<file path="src/rtl/cookie_seq.sv">
// cookie_seq: frame sequencer for one cookie cell array.
// Each frame loads CELLS seed bits into the array's load chain and advances
// `gens` generations. It then snapshots the array into the display chain and
// drains that chain as CELLS/8 bytes on a valid/ready output.

module cookie_seq #(
    parameter int CELLS = 256,
    parameter int GEN_W = 8
) (
    input  logic             clk,
    input  logic             rst_n,
    input  logic             start,
    input  logic [GEN_W-1:0] gens,
    input  logic             load_data,
    input  logic             load_valid,
    output logic             load_ready,
    output logic             cookie_en,
    output logic             cookie_run,
    output logic             cookie_display,
    output logic             cookie_input_bit,
    input  logic             cookie_display_out,
    output logic [7:0]       out_byte,
    output logic             out_valid,
    input  logic             out_ready,
    output logic             busy,
    output logic             done
);

    localparam int CNT_W = $clog2(CELLS + 1);

    typedef enum logic [2:0] {
        IDLE,
        LOAD,
        RUN,
        SNAP,
        DUMP,
        OUT,
        FIN
    } state_t;

    state_t             state;
    logic [GEN_W-1:0]   gen_cnt;
    logic [CNT_W-1:0]   bit_cnt;
    logic               load_fire;

    // A seed bit is accepted and shifted into the array in the same cycle.
    assign load_fire = (state == LOAD) && load_valid;

    // Frame state machine, counters and the byte shift register.
    // NOTE: state is updated with non-blocking assignments so every branch
    // below reads the values from before this clock edge.
    always_ff @(posedge clk or negedge rst_n) begin
        if (!rst_n) begin
            state    <= IDLE;
            gen_cnt  <= '0;
            bit_cnt  <= '0;
            out_byte <= 8'h00;
        end else begin
            case (state)
                IDLE: begin
                    if (start) begin
                        gen_cnt <= gens;
                        bit_cnt <= '0;
                        state   <= LOAD;
                    end
                end
                LOAD: begin
                    if (load_valid) begin
                        bit_cnt <= bit_cnt + CNT_W'(1);
                        if (bit_cnt == CNT_W'(CELLS - 1)) begin
                            state <= (gen_cnt == '0) ? SNAP : RUN;
                        end
                    end
                end
                RUN: begin
                    // Saturating countdown; the last run cycle is the one
                    // in which the count reaches zero.
                    if (gen_cnt != '0) begin
                        gen_cnt <= gen_cnt - GEN_W'(1);
                    end
                    if (gen_cnt <= GEN_W'(1)) begin
                        state <= SNAP;
                    end
                end
                SNAP: begin
                    bit_cnt <= '0;
                    state   <= DUMP;
                end
                DUMP: begin
                    // First sampled bit of each byte ends up in bit 7.
                    out_byte <= {out_byte[6:0], cookie_display_out};
                    bit_cnt  <= bit_cnt + CNT_W'(1);
                    if (bit_cnt[2:0] == 3'd7) begin
                        state <= OUT;
                    end
                end
                OUT: begin
                    if (out_ready) begin
                        state <= (bit_cnt == CNT_W'(CELLS)) ? FIN : DUMP;
                    end
                end
                FIN: begin
                    state <= IDLE;
                end
                default: begin
                    state <= IDLE;
                end
            endcase
        end
    end

    // Strobes decoded from the registered state. Only the LOAD shift enable
    // depends on an input, so that the accept and the shift share a cycle.
    assign load_ready       = (state == LOAD);
    assign cookie_en        = load_fire || (state == RUN) || (state == DUMP);
    assign cookie_run       = (state == RUN);
    assign cookie_display   = (state == SNAP);
    assign cookie_input_bit = load_fire && load_data;
    assign out_valid        = (state == OUT);
    assign busy             = (state != IDLE);
    assign done             = (state == FIN);

endmodule

</file>
<file path="config.mk">
export PLATFORM = sky130hd
export DESIGN_NAME = cookie_seq
export DESIGN_NICKNAME = d
export VERILOG_FILES = /design/src/rtl/cookie_seq.sv
export SDC_FILE = /design/constraint.sdc
export NUM_CORES = 1
export LEC_CHECK = 0
export ABC_CLOCK_PERIOD_IN_PS = 6170
export BUFFER_PORTS_ARGS = -buffer_cell sky130_fd_sc_hd__buf_2
export CAP_MARGIN = 15
export CORE_MARGIN = 2
export CORE_UTILIZATION = 50
export CTS_BUF_LIST = sky130_fd_sc_hd__clkbuf_8 sky130_fd_sc_hd__clkbuf_16
export DETAILED_ROUTE_END_ITERATION = 8
export PLACE_DENSITY_LB_ADDON = 0.2
export SYNTH_ARGS = -nofsm -noshare
export SYNTH_HDL_FRONTEND = slang
export SYNTH_SLANG_ARGS = --single-unit
</file>
<file path="constraint.sdc">
create_clock -name clk -period 6.17 [get_ports clk]
set_clock_uncertainty 0.2 [all_clocks]
set_input_delay 0 -clock clk [delete_from_list [all_inputs] [get_ports clk]]
set_output_delay 0 -clock clk [all_outputs]
set_load 0.02 [all_outputs]
</file>
# Word level (Yosys, flattened, before mapping)
# Cells that the tools add are included.
[word_totals]
register_bits = 28
input_bits = 15
out_inout_bits = 16
word_cells = 51
[classes]
n_addsub = 2
order_cmp = 1
n_eq_ne = 16
n_mux = 15
n_reduce_logical = 13
[ops]
columns = ["operator", "count"]
rows = [
  ["case mux 9 bit (4 select lines)", 1],
  ["two-way mux 3 bit", 6],
  ["two-way mux 9 bit", 2],
  ["case mux 3 bit (6 select lines)", 1],
  ["two-way mux 8 bit", 2],
  ["case mux 8 bit (2 select lines)", 1],
  ["equality test 3 bit (second input constant)", 4],
  ["adder 9 x 1 -> 9 bit (second input constant)", 1],
  ["equality test 9 x 8 -> 1 bit (second input constant)", 1],
  ["equality test 9 bit (second input constant)", 1],
  ["less-or-equal comparator 8 x 1 -> 1 bit (second input constant)", 1],
  ["logical NOT 8 bit", 1],
  ["inequality test 2 x 1 -> 1 bit (second input constant)", 4],
  ["nonzero test 8 bit", 1],
  ["subtractor 8 x 1 -> 8 bit (second input constant)", 1],
  ["equality test 3 x 2 -> 1 bit (second input constant)", 2],
  ["inequality test 2 bit (second input constant)", 3],
  ["AND reduction 3 bit", 2],
  ["AND reduction 6 bit", 1],
  ["nonzero test 4 bit", 1],
  ["equality test 3 x 1 -> 1 bit (second input constant)", 1],
  ["logical NOT 3 bit", 1],
  ["nonzero test 3 bit", 1],
  ["logical AND 1 bit", 2],
  ["4 further kinds", 5],
]

# Longest topological paths before layout
# Gate-level depths: netlist (run 1).
[depth]
depth_word = 5
mapped_depth = 8
depth_no_buf = 8

# Worst setup path before layout (run 1)
# Ideal clock, no wire load.
[synth_path]
kind = "register -> register"
from = "register bit_cnt[0]"
to = "register state[0]"
setup_ns = 0.099
t_arrival_ns = 1.961
t_required_ns = 5.871
path_slack_ns = 3.910
stages_incl_launch_ff = 9
n_path_buf = 0
synth_period_minus_slack_ns = 2.260
path_cell_list = "dfrtp_1 > ha_1 > and3_1 > and3_1 > and3_1 > ha_1 > mux2_2 > o22a_1 > a311oi_1"
[synth_via]
elab_chain_len = 3
elab_cells_between_ends = 5
cone_classes = "eq/ne: 4; reduce/logical: 1"
[synth_lines]
columns = ["element", "line_no", "rtl"]
rows = [
  ["from (decl)", "43", "logic [CNT_W-1:0] bit_cnt;"],
  ["from (signal assigned)", "69", "bit_cnt <= bit_cnt + CNT_W'(1);"],
  ["from (signal assigned)", "92", "bit_cnt <= bit_cnt + CNT_W'(1);"],
  ["equality test 9 x 8 -> 1 bit or equality test 3 bit (tied branches)", "70, 93", ""],
  ["inequality test 2 x 1 -> 1 bit (no source line) or inequality test 2 bit (tied branches)", "--", ""],
  ["AND reduction 6 bit (no source line) *", "--", ""],
  ["to (signal assigned)", "71", "state <= (gen_cnt == '0) ? SNAP : RUN;"],
  ["to (signal assigned)", "99", "state <= (bit_cnt == CNT_W'(CELLS)) ? FIN : DUMP;"],
  ["to (decl)", "41", "state_t state;"],
]
# Mark *: on every way between the ends. The rest lies on a longest branch, timed or not.
# A chain may end at the register's enable or synchronous reset.

# Final worst setup path (run 1)
# Same ends and word-level chain as after synthesis.

==> reports/metrics.yaml, run 1 <==
run_status:
  status: "completed"
yosys:
  synthesis.area_um2: 1630
  yosysUniqueCellTypes: 44
  syn_nets: 189
  avgSynthCellArea_um2: 9.71
  synth_top_area_cell: "dfrtp_1"
  synth-seq-area-share_pct: 42.9
  yosysWarningCount: 0
  synthTopCellsByArea: "dfrtp_1 (43%), mux2_2 (6.9%), ha_1 (4.6%)"
  yosys.area.top_type_share_pct: 42.9
  syn-instance-count: 168
  synth_seq_cells: 28
routing:
  vias: 1402
  drc: 0
  drtIter0Drc: 73
  dr.pass1.iters: 4
  via_per_inst: 5.59
  wl_per_cell_um: 13.6
  drt-total-wl_um: 3420
  antenna_left: 0
placement:
  gp_congestion: 0.846
  dp_slack_ns: 3.65
  dp_hpwl_um: 2450
  io_buffers: 30
  dp_cells: 234
  postPlaceCellArea_um2: 1800
clock_tree:
  cts_made_buffers: 3
  clockBufferDepth: 2
  clock_latency_ns: 0.27
  root_buffer: "clkbuf_8"
  cts_tree: "built"
  clkSinkCount: 28
  cts.clk_slew.worst_paths_ns: 0.09
  htreeDepth: 1
power:
  pwr-share-seq_pct: 37.6
  power.density_nw_per_um2: 428
  p_comb_share_pct: 45.6
  p_sw_w: 0.000351
  switching_share_pct: 41.1
  power.share.clock_pct: 16.8
  leakage_nw: 0.977
  ir_drop_uv: 204
  p_int_w: 0.000503
die:
  initial_core_util_pct: 53.0
  io_pins: 31
  core_um2: 3080
  die_w_um: 61.1
  die-area_um2: 3740
  dieHeight_um: 61.1
  rows: 20
global_routing:
  grt_start_max_net_pins: 29
  antenna_found_initial: 0
  globalRouteTotalUtil_pct: 20.2
  overflow: 0
  grt_pass1_vias: 1350
  grt_pass1_wl_um: 5720
layout:
  layout_common_cells: "buf_2 (31), dfrtp_1 (28), o21ai_0 (15), nor2_1 (14), dlygate4sd3_1 (12)"
  syn2layout_area_growth_pct: 22.2
  layout-drive-gt1-share_pct: 25.1
  final_common_cell: "buf_2"
  antenna_cells: 0
  fillers: 271
  final_nets: 229
  fin_cells: 251
  finalInstanceArea_um2: 1990
worst_setup_path:
  path_buf_inv: 1
  crit_required_ns: 6.18
  crit_top_cell: "and3_1"
  crit_family: "simple AND/OR/NAND/NOR gates"
  worstSetupPathType: "reg2reg"
  worstRegToRegCells: 9
  r2r-end: "state[0]"
  r2r_slack_ns: 3.15
  crit_arrival_ns: 3.03
  cp_slowest_cell: "dlygate4sd3_1"
  path_max_fanout: 4
  cpPeakStageDelay_ns: 0.60
  path_cells: "ha_1 > and3_1 > and3_1 > and3_1 > ha_1 > mux2_2 > o22a_1 > a311oi_1 > dlygate4sd3_1"
  cp-end-kind: "flip-flop"
  start_kind: "flip-flop"
  rr_startpoint: "bit_cnt[0]"
worst_hold_path:
  holdPathStages: 4
  hold_class: "in2reg"
  holdPathEnd: "state[1]"
  min_from: "out_ready"
timing:
  min_period_ns: 3.02
  maxSlewHeadroom_pct: 55.0
  setup_viol: 0
  worst_slack_ns: 3.15
  finalHoldViolCount: 0
  max_freq_mhz: 331
  rsz0062_at_grt: "false"
  setup-tns-final_ns: 0
  worstMarginPinSlew_ns: 0.672
  period_share_pct: 49.0
  slew_viol_final: 0
job:
  max_cap_violations: 0
[per-layer routing]
metal	wire, um	vias up	share of wire (%)	track usage (%)
li1	-	693	-	-
met1	1570	674	46	25.3
met2	1700	31	50	34.8
met3	116	4	3.4	3.36
met4	38	0	1.1	8.07
met5	0	-	0	0
[per-stage QoR]
stage	hold slack, ns	utilization, %	power, W
detailed placement	-0.147	58.4	0.000699
global placement	-0.144	58.4	0.000682
finish	0.0557	64.8	0.000854
global route	0.0950	64.8	0.000917
floorplan	-0.496	-	0.000597
CTS	0.0579	64.6	0.000855
[power groups by stage]
stage,Sequential [W],Combinational (W),Clock (W)
detailed placement,0.000325,0.000374,0
finish,0.000321,0.000389,0.000143
global route,0.000333,0.000430,0.000155
CTS,0.000321,0.000388,0.000146
global placement,0.000317,0.000365,0
floorplan,0.000322,0.000275,0
[flip-flops by register name (all words and copies together), names as in the netlist]
| name | flops |
|---|---|
| bit_cnt | 9 |
| gen_cnt | 8 |
| out_byte | 8 |
| state | 3 |
[cells by family (layout without fill, tap and decap cells)]
family                     count (synthesis)  after routing  synth area share (%)
and+or+nand+nor                           53             53                  17.2
AOI/OAI and AO/OA                         49             49                  21.3
DFF                                       28             28                  42.9
buffers and inverters                     18             57                  4.68
muxes                                     13             13                  8.74
adders and majority gates                  6              6                  4.60
xor gates and xnor gates                   1              1                 0.537
[repair_timing]
item,4_1_cts,5_1_grt
endpoints found under the setup margin,0,0
hold buffers,12,0
setup buffers,0,0
resized for setup,0,0
hold endpoints to repair,39,0
[worst register-to-register path, stage by stage, from the launching register on]
cell           delay [ns]
dfrtp_1              0.43
ha_1                 0.23
and3_1               0.21
and3_1               0.20
and3_1               0.19
ha_1                 0.17
mux2_2               0.28
o22a_1               0.18
a311oi_1             0.28
dlygate4sd3_1        0.60
[worst max-delay path by stage]
stage                from          to  slack, ns  depth (start not counted)
2_1_floorplan  bit_cnt[0]    state[0]       3.91                          8
3_3_place_gp   bit_cnt[0]    state[0]       3.78                          8
3_5_place_dp     state[0]  bit_cnt[5]       3.65                          4
4_1_cts        bit_cnt[0]    state[0]       3.22                          9
5_1_grt        bit_cnt[0]    state[0]       3.02                          9
6_report       bit_cnt[0]    state[0]       3.15                          9
[layout make-up]
cell class / count / area (um2) / area share [%]
clock buffers: 3 / 41.3 / 2.07
inverters: 10 / 37.5 / 1.88
clock inverters: 1 / 30.0 / 1.51
flip-flops and latches: 28 / 701 / 35.1
multi-input cells: 122 / 855 / 42.8
well taps: 44 / 55.1 / 2.76
repair buffers: 43 / 275 / 13.8
[synth_stat cells]
cell type  instances
dfrtp_1           28
a32oi_1            1
or3b_2             1
or4b_1             1
o31ai_1            1
o311a_4            1
or3_1              1
xnor2_1            1
a22o_1             5
a22oi_1            1
nor3_1             5
nand3_1            2
o21ai_0           15
ha_1               6
a21oi_1           10
a31oi_1            1
buf_2              7
or2_2              3
o2bb2ai_1          1
o22ai_1            1
a311oi_1           1
nand2b_1           2
nand3b_1           1
and3_1             8
o21ai_1            2
clkinv_1           1
nor3b_1            1
o311ai_4           1
mux2i_1            3
nand2_1            7
a31o_2             1
mux2_2            10
a21o_1             1
o22a_1             1
nor2b_1            4
inv_1              9
nor2_1            14
a221oi_1           1
nor4_1             2
a211oi_1           1
a41oi_1            1
o32ai_1            2
clkbuf_1           1
or4_1              1
Power figures use the tool's default switching activity.
==> run 2: changes to the inputs <==
- ABC_AREA: not set -> 1
- ABC_CLOCK_PERIOD_IN_PS: 6170 -> 2600
- clock period: 6.17 -> 2.6 ns (I/O delays scaled with it)
==> reports/metrics.yaml, run 2 <==
run_status:
  status: "completed"
worst_setup_path:
  path_cells: "inv_2 > nand2_2 > nor2_4 > nand2_2 > a21boi_4 > nand2_1 > nand2_1 > dlygate4sd3_1"
  path_max_fanout: 14  # +10
  worstSetupPathType: "reg2reg"
  crit_required_ns: 2.62  # -3.56 ns
  cp-end-kind: "flip-flop"
  rr_startpoint: "state[0]"
  start_kind: "flip-flop"
  r2r-end: "gen_cnt[7]"
  cp_slowest_cell: "dlygate4sd3_1"
  cpPeakStageDelay_ns: 0.53  # -0.07 ns
  crit_arrival_ns: 2.33  # -0.70 ns
  worstRegToRegCells: 8  # -1
  crit_family: "buffers and inverters"
  path_buf_inv: 2  # +1
  r2r_slack_ns: 0.30  # -2.85 ns
routing:
  top_layer: "met4"
  drtIter0Drc: 59  # -19%
  met1Wirelength_um: 1840  # +17%
  wl_per_cell_um: 11.2  # -18%
  drt-total-wl_um: 3710  # +8.5%
  wl_met2_um: 1670  # -1.9%
  vias: 1613  # +15%
  wl_met3_um: 148  # +28%
  via_per_inst: 4.87  # -13%
  drc: 0  # unchanged
  dr.pass1.iters: 4  # unchanged
  antenna_left: 0  # unchanged
timing:
  setup_viol: 0  # unchanged
  finalHoldViolCount: 0  # unchanged
  setup-tns-final_ns: 0  # unchanged
  min_period_ns: 2.30  # -0.720 ns
  maxSlewHeadroom_pct: 58.0  # +2.9 points
  slew_viol_final: 0  # unchanged
  max_freq_mhz: 434  # +31%
  rsz0062_at_grt: "false"
  worstMarginPinSlew_ns: 0.630  # -0.0414 ns
  period_share_pct: 88.5  # +40 points
placement:
  io_buffers: 30  # unchanged
  gp_congestion: 0.857  # +1.3%
  dp_hpwl_um: 2650  # +7.9%
  dp_cells: 315  # +35%
yosys:
  yosysWarningCount: 0  # unchanged
  synth_mux_area_share_pct: 2.48  # -6.3 points
  synth_most_common_cell: "nand2_1"
  syn_nets: 264  # +40%
  async_flop_share_pct: 100  # unchanged
  synth_compound_area_share_pct: 8.60  # -13 points
  syn-instance-count: 243  # +45%
  synthAdderAreaFrac_pct: 4.13  # -0.47 points
  synthTopCellsByArea: "dfrtp_1 (39%), nand2_1 (15%), nand3_1 (6.3%)"
  yosysUniqueCellTypes: 27  # -39%
  synth_top_area_cell: "dfrtp_1"
  synth-edff-count: 0  # unchanged
  synth-seq-area-share_pct: 38.5  # -4.4 points
  yosys.area.top_type_share_pct: 38.5  # -4.4 points
  synthXorXnorAreaFrac_pct: 0.963  # +0.43 points
  synth_top_family_by_area: "simple AND/OR/NAND/NOR gates"
  avgSynthCellArea_um2: 7.49  # -23%
  synth_seq_cells: 28  # unchanged
  ys.flop_type: "dfrtp_1"
  synth_top_cells_by_count: "nand2_1 (75), inv_1 (30), dfrtp_1 (28), nand3_1 (23), nor2_1 (20)"
  synthesis.area_um2: 1820  # +12%
  synthSimpleGateAreaFrac_pct: 36.6  # +19 points
global_routing:
  grt_pass1_vias: 1577  # +17%
  grt_start_max_net_pins: 29  # unchanged
  antenna_found_initial: 0  # unchanged
  overflow: 0  # unchanged
  globalRouteTotalUtil_pct: 19.9  # -0.30 points
  grt_pass1_wl_um: 6580  # +15%
layout:
  final_nets: 307  # +34%
  reg.largest.list: "bit_cnt: 9 flops, gen_cnt: 8 flops, out_byte: 8 flops"
  fin_cells: 331  # +32%
  syn2layout_area_growth_pct: 20.2
  layout_common_cells: "nand2_1 (75), inv_1 (30), buf_2 (30), dfrtp_1 (28), nand3_1 (23)"
  final_common_cell: "nand2_1"
  largest_reg_flops: 9  # unchanged
  top_register: "bit_cnt"
  layout-drive-gt1-share_pct: 23.2  # -2.0 points
  antenna_cells: 0  # unchanged
clock_tree:
  cts_setup_buffers: 0  # unchanged
  cts_made_buffers: 3  # unchanged
  htreeDepth: 1  # unchanged
  cts.clk_slew.worst_paths_ns: 0.10  # about the same
  cts_tree: "built"
  clock_latency_ns: 0.28  # about the same
  cts.repair.resized: 0  # unchanged
  clockBufferDepth: 2  # unchanged
  root_buffer: "clkbuf_8"
  holdBufCountCts: 12  # unchanged
  clkSinkCount: 28  # unchanged
worst_hold_path:
  min_from: "load_valid"
  holdPathStages: 7  # +3
  hold_class: "in2reg"
  holdPathEnd: "state[1]"
job:
  max_cap_violations: 0  # unchanged
power:
  leakage_nw: 1.15  # +18%
  ir_drop_uv: 216  # +6.2%
  power.density_nw_per_um2: 375  # -12%
  power_w: 0.000821  # -3.9%
die:
  rows: 21  # +5.0%
  io_pins: 31  # unchanged
  initial_core_util_pct: 53.3  # +0.25 points
  die-area_um2: 4140  # +11%
  dieHeight_um: 64.3  # +5.2%
  die_w_um: 64.3  # +5.2%
  core_um2: 3420  # +11%
-- run 2: cell types whose count changed after synthesis, moves of 8 or more --
cell     before  now
o21ai_0      15    4
nand2_1       7   75
inv_1         9   30
nand2_2       0    8
nand3_1       2   23
and3_1        8    0
-- run 2: how the worst max path moves through the flow --
| stage | start | end | slack (ns) | cells past startpoint |
|---|---|---|---|---|
| after floorplan | bit_cnt[0] | state[0] | 0.78 | 13 |
| after global placement | bit_cnt[0] | state[0] | 0.69 | 13 |
| after detailed placement | bit_cnt[0] | state[0] | 0.64 | 13 |
| after CTS | gen_cnt[0] | gen_cnt[7] | 0.29 | 10 |
| after global routing | gen_cnt[0] | gen_cnt[7] | 0.14 | 11 |
| final | state[0] | gen_cnt[7] | 0.30 | 8 |
-- run 2: report_power, final --
group / total (W) / switching [W] / internal [W]
combinational: 0.0000359 / 0.0000158 / 0.0000201
sequential: 0.000436 / 0.000000534 / 0.000436
clock: 0.000349 / 0.000142 / 0.000206
-- run 2: logic make-up after synthesis --
| kind of cell | Yosys count |
|---|---|
| AND/OR/NAND/NOR | 141 |
| buffers and inverters | 38 |
| flip-flops | 28 |
| AO/OA/AOI/OAI | 24 |
| adder cells (fa/ha/maj) | 6 |
| multiplexers | 4 |
| XOR/XNOR | 2 |
-- run 2: final cells by class --
class / instances / area (um2)
fill: 306 / 1230
multi-input combinational: 177 / 960
sequential: 28 / 701
clock inverter: 1 / 30.0
timing repair buffer: 42 / 270
clock buffer: 3 / 41.3
tap: 46 / 57.6
inverter: 34 / 128
-- run 2: per-stage QoR --
step	hold WS, ns	setup WS (ns)	cell area, um2	utilization (%)
2_1_floorplan	-0.496	0.778	1820	-
3_3_place_gp	-0.140	0.685	2000	58.4
6_report	0.0211	0.298	2190	64.0
5_1_grt	0.0563	0.140	2190	64.0
3_5_place_dp	-0.139	0.643	2000	58.4
4_1_cts	0.0186	0.292	2190	64.0
-- run 2: per-layer routing --
metal	GRT usage [%]	vias up
met4	6.65	0
met2	33.3	37
li1	-	852
met1	26.5	718
met3	2.82	6
met5	0	-
-- run 2: worst min-delay path, delay by kind of cell --
kind	cells	cell delay, ns
AND/OR/NAND/NOR	3	0.20
buffers and inverters	3	0.21
AO/OA/AOI/OAI	1	0.05
==> run 3: changes to the inputs <==
- BUFFER_PORTS_ARGS: -buffer_cell sky130_fd_sc_hd__buf_2 -> -buffer_cell sky130_fd_sc_hd__buf_4
==> reports/metrics.yaml, run 3 (synthesis gave the netlist of run 2 again) <==
routing:
  drc: 0  # unchanged
  dr.pass1.iters: 4  # unchanged
  antenna_left: 0  # unchanged
  vias: 1628  # +0.93%
  via_per_inst: 4.89  # +0.32%
  wl_per_cell_um: 11.6  # +3.1%
  drtIter0Drc: 121  # +110%
  drt-total-wl_um: 3850  # +3.7%
layout:
  syn2layout_area_growth_pct: 26.0
  final_common_cell: "nand2_1"
  finalInstanceArea_um2: 2290  # +4.8%
  antenna_cells: 0  # unchanged
  top_register: "bit_cnt"
  layout_common_cells: "nand2_1 (75), inv_1 (30), buf_4 (30), dfrtp_1 (28), nand3_1 (23)"
  layout-drive-gt1-share_pct: 23.3  # +0.19 points
  final_nets: 309  # +0.65%
  reg.largest.list: "bit_cnt: 9 flops, gen_cnt: 8 flops, out_byte: 8 flops"
  largest_reg_flops: 9  # unchanged
  fillers: 306  # unchanged
run_status:
  status: "completed"
worst_hold_path:
  hold_class: "in2reg"
  holdPathStages: 7  # unchanged
  min_from: "load_valid"
timing:
  setup-tns-final_ns: 0  # unchanged
  worst_slack_ns: 0.211  # -0.0869 ns
  rsz0062_at_grt: "false"
  setup_viol: 0  # unchanged
  fin_hold_ws_ns: 0.0223  # +0.00116 ns
  worstMarginPinSlew_ns: 0.455  # -0.175 ns
  maxSlewHeadroom_pct: 69.6  # +12 points
  min_period_ns: 2.39  # +0.0869 ns
  slew_viol_final: 0  # unchanged
  finalHoldViolCount: 0  # unchanged
  max_freq_mhz: 419  # -3.6%
  period_share_pct: 91.9  # +3.3 points
placement:
  dp_slack_ns: 0.621  # -0.0216 ns
  postPlaceCellArea_um2: 2070  # +3.8%
  gp_congestion: 0.857  # about the same
  dp_hpwl_um: 2730  # +3.1%
  io_buffers: 30  # unchanged
clock_tree:
  clock_latency_ns: 0.28  # about the same
  cts_made_buffers: 3  # unchanged
  root_buffer: "clkbuf_8"
  cts.clk_slew.worst_paths_ns: 0.10  # about the same
  cts.repair.resized: 0  # unchanged
  holdBufCountCts: 14  # +2
  cts_tree: "built"
  cts_setup_buffers: 0  # unchanged
  htreeDepth: 1  # unchanged
  clockBufferDepth: 2  # unchanged
  clkSinkCount: 28  # unchanged
worst_setup_path:
  cp-end-kind: "flip-flop"
  worstRegToRegCells: 8  # unchanged
  rr_startpoint: "state[0]"
  worstSetupPathType: "reg2reg"
  crit_start: "state[0]"
  crit_arrival_ns: 2.41  # +0.08 ns
  path_max_fanout: 14  # unchanged
  crit_required_ns: 2.63  # about the same
  start_kind: "flip-flop"
global_routing:
  grt_pass1_vias: 1559  # -1.1%
  grt_pass1_wl_um: 6720  # +2.2%
  antenna_found_initial: 0  # unchanged
  grt_start_max_net_pins: 29  # unchanged
  globalRouteTotalUtil_pct: 20.5  # +0.60 points
  overflow: 0  # unchanged
job:
  max_cap_violations: 0  # unchanged
die:
  dieHeight_um: 64.3  # unchanged
  io_pins: 31  # unchanged
  rows: 21  # unchanged
  core_um2: 3420  # unchanged
  die_w_um: 64.3  # unchanged
  initial_core_util_pct: 53.3  # unchanged
  die-area_um2: 4140  # unchanged
power:
  leakage_nw: 1.18  # +2.7%
  power.density_nw_per_um2: 365  # -2.9%
  ir_drop_uv: 399  # +84%
[run 3: critical path: stages, from the launching register on]
cell and delay (ns):
dfrtp_1 0.47, inv_2 0.13, nand2_2 0.09, nor2_4 0.29, nand2_2 0.13, a21boi_4 0.27, nand2_1 0.11, nand2_1 0.09
dlygate4sd3_1 0.55
[run 3: worst paths after layout]
path	to	slack [ns]
setup reg to reg	gen_cnt[7]	0.21
max in group asynchronous	out_byte[7]	1.52
min in group asynchronous	gen_cnt[2]	0.52
hold reg to reg	out_byte[7]	0.30
hold / removal	state[1]	0.02
setup / recovery	gen_cnt[7]	0.21
[run 3: routing by layer]
| layer | share of wire, % | track usage (%) | wire length (um) | up-vias |
|---|---|---|---|---|
| met5 | 0 | 0 | 0 | - |
| met4 | 0.42 | 3.72 | 16 | 0 |
| met3 | 4.0 | 4.23 | 155 | 2 |
| met2 | 48 | 35.4 | 1840 | 28 |
| met1 | 48 | 26.8 | 1840 | 743 |
| li1 | - | - | - | 855 |
[run 3: report_power, final]
part | internal [W] | switching [W] | leakage, nW
Clock | 0.000206 | 0.000145 | 0.0357
Combinational | 0.0000305 | 0.0000173 | 0.789
Sequential | 0.000436 | 0.000000556 | 0.354
[run 3: through the flow]
step / total power (W) / cells / util [%]
floorplan: 0.000448 / 243 / -
global placement: 0.000475 / 315 / 60.6
detailed placement: 0.000475 / 315 / 60.6
CTS: 0.000844 / 333 / 67.1
global route: 0.000868 / 333 / 67.1
finish: 0.000836 / 333 / 67.1
[run 3: final cells by class]
cell class                      instances  area (um2)  share of cell area, %
Multi-Input combinational cell        177         960                   41.9
Clock buffer                            3        41.3                   1.80
Tap cell                               46        57.6                   2.51
Timing Repair Buffer                   44         375                   16.4
Inverter                               34         128                   5.57
Sequential cell                        28         701                   30.6
Clock inverter                          1        30.0                   1.31
